File: src/rtl/mips_multicycle_control_pkg.sv
// Shared encodings for the multicycle MIPS control path: ALU ops, opcodes,
// funct codes, FSM states and the per-state datapath control bundle.
package mips_pkg;

    localparam logic [3:0] ALU_ADD = 4'd0;
    localparam logic [3:0] ALU_SUB = 4'd1;
    localparam logic [3:0] ALU_NOT = 4'd2;
    localparam logic [3:0] ALU_SLL = 4'd3;
    localparam logic [3:0] ALU_SRL = 4'd4;
    localparam logic [3:0] ALU_AND = 4'd5;
    localparam logic [3:0] ALU_OR  = 4'd6;
    localparam logic [3:0] ALU_SLT = 4'd7;

    localparam logic [5:0] OP_RTYPE = 6'h00;
    localparam logic [5:0] OP_LW    = 6'h23;
    localparam logic [5:0] OP_SW    = 6'h2B;
    localparam logic [5:0] OP_BEQ   = 6'h04;
    localparam logic [5:0] OP_J     = 6'h02;
    localparam logic [5:0] OP_ADDI  = 6'h08;

    localparam logic [5:0] FN_ADD = 6'h20;
    localparam logic [5:0] FN_SUB = 6'h22;
    localparam logic [5:0] FN_NOT = 6'h27;
    localparam logic [5:0] FN_SLL = 6'h00;
    localparam logic [5:0] FN_SRL = 6'h02;
    localparam logic [5:0] FN_AND = 6'h24;
    localparam logic [5:0] FN_OR  = 6'h25;
    localparam logic [5:0] FN_SLT = 6'h2A;

    typedef enum logic [3:0] {
        S_FETCH  = 4'd0,
        S_DECODE = 4'd1,
        S_MEMADR = 4'd2,
        S_MEMRD  = 4'd3,
        S_MEMWB  = 4'd4,
        S_MEMWR  = 4'd5,
        S_EXEC   = 4'd6,
        S_ALUWB  = 4'd7,
        S_BRANCH = 4'd8,
        S_JUMP   = 4'd9,
        S_ADDIEX = 4'd10,
        S_ADDIWB = 4'd11
    } state_t;

    typedef struct packed {
        logic       pc_write;
        logic       branch;
        logic       iord;
        logic       mem_read;
        logic       mem_write;
        logic       ir_write;
        logic       mem_to_reg;
        logic       reg_dst;
        logic       reg_write;
        logic       alu_src_a;
        logic [1:0] alu_src_b;
        logic [1:0] pc_source;
        logic [3:0] alu_cnt;
    } ctl_t;

endpackage

File: src/rtl/mips_multicycle_control_alu_control.sv
// R-type funct -> ALU operation decoder; unknown funct yields ADD with
// funct_valid low so the FSM can skip the writeback.
module alu_control
    import mips_pkg::*;
(
    input  logic [5:0] funct,
    output logic [3:0] alu_cnt,
    output logic       funct_valid
);

    always_comb begin
        alu_cnt     = ALU_ADD;
        funct_valid = 1'b1;
        case (funct)
            FN_ADD:  alu_cnt = ALU_ADD;
            FN_SUB:  alu_cnt = ALU_SUB;
            FN_NOT:  alu_cnt = ALU_NOT;
            FN_SLL:  alu_cnt = ALU_SLL;
            FN_SRL:  alu_cnt = ALU_SRL;
            FN_AND:  alu_cnt = ALU_AND;
            FN_OR:   alu_cnt = ALU_OR;
            FN_SLT:  alu_cnt = ALU_SLT;
            default: funct_valid = 1'b0;
        endcase
    end

endmodule

File: src/rtl/mips_multicycle_control.sv
// Multicycle MIPS main control FSM: Moore datapath controls per state, with
// funct-driven ALU select in EXEC and zero-qualified PC load in BRANCH.
module mips_multicycle_control
    import mips_pkg::*;
(
    input  logic       clk,
    input  logic       reset,
    input  logic [5:0] opcode,
    input  logic [5:0] funct,
    input  logic       zero,
    output logic       pc_en,
    output logic       iord,
    output logic       mem_read,
    output logic       mem_write,
    output logic       ir_write,
    output logic       mem_to_reg,
    output logic       reg_dst,
    output logic       reg_write,
    output logic       alu_src_a,
    output logic [1:0] alu_src_b,
    output logic [1:0] pc_source,
    output logic [3:0] alu_cnt,
    output logic [3:0] state_dbg
);

    state_t     state, state_nxt;
    ctl_t       c;
    logic [3:0] fn_alu;
    logic       fn_ok;

    alu_control u_alu_control (
        .funct      (funct),
        .alu_cnt    (fn_alu),
        .funct_valid(fn_ok)
    );

    always_ff @(posedge clk) begin
        if (reset) state <= S_FETCH;
        else       state <= state_nxt;
    end

    always_comb begin
        state_nxt = S_FETCH;
        c         = '0;
        case (state)
            S_FETCH: begin
                c.mem_read  = 1'b1;
                c.ir_write  = 1'b1;
                c.pc_write  = 1'b1;
                c.alu_src_b = 2'b01;
                state_nxt   = S_DECODE;
            end
            S_DECODE: begin
                c.alu_src_b = 2'b11;
                case (opcode)
                    OP_LW, OP_SW: state_nxt = S_MEMADR;
                    OP_RTYPE:     state_nxt = S_EXEC;
                    OP_BEQ:       state_nxt = S_BRANCH;
                    OP_J:         state_nxt = S_JUMP;
                    OP_ADDI:      state_nxt = S_ADDIEX;
                    default:      state_nxt = S_FETCH;
                endcase
            end
            S_MEMADR: begin
                c.alu_src_a = 1'b1;
                c.alu_src_b = 2'b10;
                state_nxt   = (opcode == OP_LW) ? S_MEMRD : S_MEMWR;
            end
            S_MEMRD: begin
                c.iord     = 1'b1;
                c.mem_read = 1'b1;
                state_nxt  = S_MEMWB;
            end
            S_MEMWB: begin
                c.reg_write  = 1'b1;
                c.mem_to_reg = 1'b1;
            end
            S_MEMWR: begin
                c.iord      = 1'b1;
                c.mem_write = 1'b1;
            end
            S_EXEC: begin
                c.alu_src_a = 1'b1;
                c.alu_cnt   = fn_alu;
                // unknown funct: no writeback, go straight back to fetch
                state_nxt   = fn_ok ? S_ALUWB : S_FETCH;
            end
            S_ALUWB: begin
                c.reg_write = 1'b1;
                c.reg_dst   = 1'b1;
            end
            S_BRANCH: begin
                c.alu_src_a = 1'b1;
                c.alu_cnt   = ALU_SUB;
                c.branch    = 1'b1;
                c.pc_source = 2'b01;
            end
            S_JUMP: begin
                c.pc_write  = 1'b1;
                c.pc_source = 2'b10;
            end
            S_ADDIEX: begin
                c.alu_src_a = 1'b1;
                c.alu_src_b = 2'b10;
                state_nxt   = S_ADDIWB;
            end
            S_ADDIWB: c.reg_write = 1'b1;
            default:  state_nxt = S_FETCH;
        endcase

        // reset presents FETCH selects with every write/strobe suppressed
        if (reset) begin
            c           = '0;
            c.alu_src_b = 2'b01;
        end
    end

    assign pc_en      = c.pc_write | (c.branch & zero);
    assign iord       = c.iord;
    assign mem_read   = c.mem_read;
    assign mem_write  = c.mem_write;
    assign ir_write   = c.ir_write;
    assign mem_to_reg = c.mem_to_reg;
    assign reg_dst    = c.reg_dst;
    assign reg_write  = c.reg_write;
    assign alu_src_a  = c.alu_src_a;
    assign alu_src_b  = c.alu_src_b;
    assign pc_source  = c.pc_source;
    assign alu_cnt    = c.alu_cnt;
    assign state_dbg  = reset ? S_FETCH : state;

endmodule

File: config.mk
export PLATFORM = sky130hd
export DESIGN_NAME = mips_multicycle_control
export DESIGN_NICKNAME = d
export VERILOG_FILES = /design/src/rtl/mips_multicycle_control_pkg.sv /design/src/rtl/mips_multicycle_control_alu_control.sv /design/src/rtl/mips_multicycle_control.sv
export SDC_FILE = /design/constraint.sdc
export NUM_CORES = 1
export LEC_CHECK = 0
export ABC_AREA = 1
export CORE_AREA = 2 2 39 41
export DETAILED_ROUTE_END_ITERATION = 6
export DIE_AREA = 0 0 41 43
export DONT_BUFFER_PORTS = 1
export GPL_ROUTABILITY_DRIVEN = 0
export PLACE_DENSITY = 0.73
export SETUP_SLACK_MARGIN = 0.15
export SYNTH_ARGS = -nofsm -noshare
export SYNTH_HDL_FRONTEND = slang
export SYNTH_SLANG_ARGS = --single-unit
File: constraint.sdc
create_clock -name clk -period 1.71 [get_ports clk]
set_input_delay 0.171 -clock clk [delete_from_list [all_inputs] [get_ports clk]]
set_output_delay 0.171 -clock clk [all_outputs]
set_load 0.02 [all_outputs]
==> flow_summary.json <==
{
  "status": "finished, final reports clean",
  "portBuffers": 0,
  "cts_tree": "yes",
  "grt_pass1_vias": 644,
  "first_iter_violations": 15,
  "num-nets-final": 148,
  "crit_path_end": "alu_cnt[0]",
  "rrSetupSlack_ns": 0.56,
  "place_area_sq_um": 700.7,
  "whs_ns": 0.1929,
  "yosysUniqueCellTypes": 22,
  "drive_above_1_share_pct": 35.88,
  "synth_commonest_cells": "nor2_1, nand2_1, inv_1, nand3_1, inv_2",
  "yosysWarningCount": 0,
  "final_area_sq_um": 802.0,
  "viasPerCell": 5.184,
  "largest_reg_flops": 4,
  "p_leak_uw": 0.0003760,
  "ant_nets": 0,
  "cts_root_buf": "clkbuf_4",
  "first_pass_iters": 4,
  "finalClockSkew_ns": 0.004796,
  "grt_antenna_before_repair": 0,
  "synth_top_cell_by_area": "nor2_1",
  "pwr_density_cell_mw_per_mm2": 388.1,
  "critPathCaptureType": "output port",
  "rr_endpoint": "state[0]",
  "grt_pass1_wl_um": 2401,
  "cpPeakStageDelay_ns": 0.36,
  "criticalPathCategory": "reg -> out",
  "core_sq_mm": 0.001384,
  "wl_per_cell_um": 10.71,
  "startpoint_type": "flop",
  "synthMostInstantiatedCell": "nor2_1",
  "dp_hpwl_um": 1306,
  "top_regs": "state (4)",
  "ff2ff_path_depth": 6,
  "die-area_sq_mm": 0.001763,
  "clk_pin_slew_ns": 0.04,
  "final_core_util_pct": 57.96,
  "worstPathArrival_ns": 1.34,
  "rows": 14,
  "via_count": 762,
  "ys.flop_type": "dfxtp_1",
  "top_register": "state",
  "grt_max_degree": 13,
  "cts_num_sinks": 4,
  "die_w_um": 41,
  "wirelength_um": 1575,
  "synth.top_cell.area_share_pct": 19.50,
  "cts_made_buffers": 3,
  "clkLatencyLatePin_ns": 0.24,
  "grt_usage_pct": 19.48,
  "synth_edf_count": 0,
  "overflow": 0,
  "setup_violations": 0,
  "clock_path_buffers": 2,
  "synth_area_leaders": "nor2_1, dfxtp_1, nand2_1",
  "yosysSeqAreaShare_pct": 12.24,
  "min_period_ns": 1.510,
  "drv_cap": 0,
  "ir_drop_uv": 309.4,
  "maxSlewViolCount": 0,
  "ys_async_sr_fraction_pct": 0,
  "syn-num-nets": 138,
  "drc": 0,
  "power_uw": 311.2,
  "pin_count": 36,
  "htreeDepth": 1,
  "hp-class": "in -> reg",
  "ys_seq_elements": 4,
  "timing.final.hold_violations": 0,
  "crit_fanout": 5,
  "setup_tns_ns": 0,
  "cp_slowest_cell": "dfxtp_2",
  "rsz0062_at_grt": "no",
  "crit_chain": "inv_2, nor2_4, inv_2, nor2_4, nand2_4, o21ai_4",
  "startpoint": "state[1]",
  "fin_crit_sh_pct": 88.30,
  "area_growth_syn_to_layout_pct": 22.56,
  "netlist_instances": 123,
  "syn_area_sq_um": 654.4,
  "diodes": 0,
  "die_h_um": 43,
  "cp_data_required_time_ns": 1.54,
  "start_util_pct": 47.29,
  "reg2reg_from": "state[2]",
  "avgSynthCellArea_sq_um": 5.320,
  "max_freq_mhz": 662.3
}
-- worst min-delay path by stage --
stage / to / depth (start not counted) / start / slack (ns)
floorplan: state[0] / 1 / reset / 0.23
global placement: state[1] / 1 / reset / 0.24
detailed placement: state[1] / 1 / reset / 0.24
CTS: state[3] / 3 / opcode[2] / 0.19
global route: state[3] / 3 / opcode[2] / 0.23
finish: state[3] / 3 / opcode[2] / 0.19
-- placed cells by master, fill, tap and decap left out, drive strengths merged --
master	count
a211o	1
a21oi	8
a31o	1
buf	6
clkbuf	3
conb	1
dfxtp	4
dlygate4sd3	1
inv	20
nand2	23
nand3	13
nand3b	2
nor2	43
nor3	3
o21ai	1
o22ai	1
-- power breakdown --
part	leakage (uW)	switching (uW)	total, uW	internal (uW)
Clock	0.0000138	40.2	119	78.6
Combinational	0.000328	60.4	90.5	30.1
Sequential	0.0000346	6.50	102	95.4
-- area by class of cell --
| class | instances | area, sq um |
|---|---|---|
| fillers | 149 | 581.8 |
| well taps | 16 | 20.02 |
| repair buffers | 7 | 55.05 |
| clock buffers | 3 | 22.52 |
| multi-input cells | 97 | 541.8 |
| flip-flops and latches | 4 | 87.58 |
| inverters | 20 | 75.07 |
-- metrics by stage --
step                      cells  setup WS (ns)
final                       147         0.2001
after global routing        147         0.1561
after CTS                   147         0.1588
after detailed placement    142         0.2533
after global placement      142         0.2957
after floorplan             123         0.2199
-- kinds of logic after synthesis --
group	after synthesis	share of synthesized area [%]
simple gates	84	60.80
buf+inv	22	13.19
compound gates	12	13.19
flops	4	12.24
other cells	1	0.5731
-- per-layer routing --
layer / track usage [%] / vias up / share of wire (%)
met4: 2.000 / 0 / 0
met3: 7.853 / 0 / 8.6
met5: 0 / - / 0
met2: 33.44 / 32 / 50
li1: - / 400 / -
met1: 22.19 / 330 / 41
-- worst max-delay path: cells and delay by family, from the launching register on --
kind                   cells  cell delay [ns]
AO/OA/AOI/OAI              1             0.22
flip-flops                 1             0.36
buffers and inverters      2             0.16
AND/OR/NAND/NOR            3             0.35
-- timing repair --
action,CTS,global route
endpoints found under the setup margin,9,5
gates resized for setup,13,6
hold endpoints to repair,4,0
buffers inserted,1,0
pin swaps,3,2
hold buffers,1,0
(Power assumes the default switching activity.)
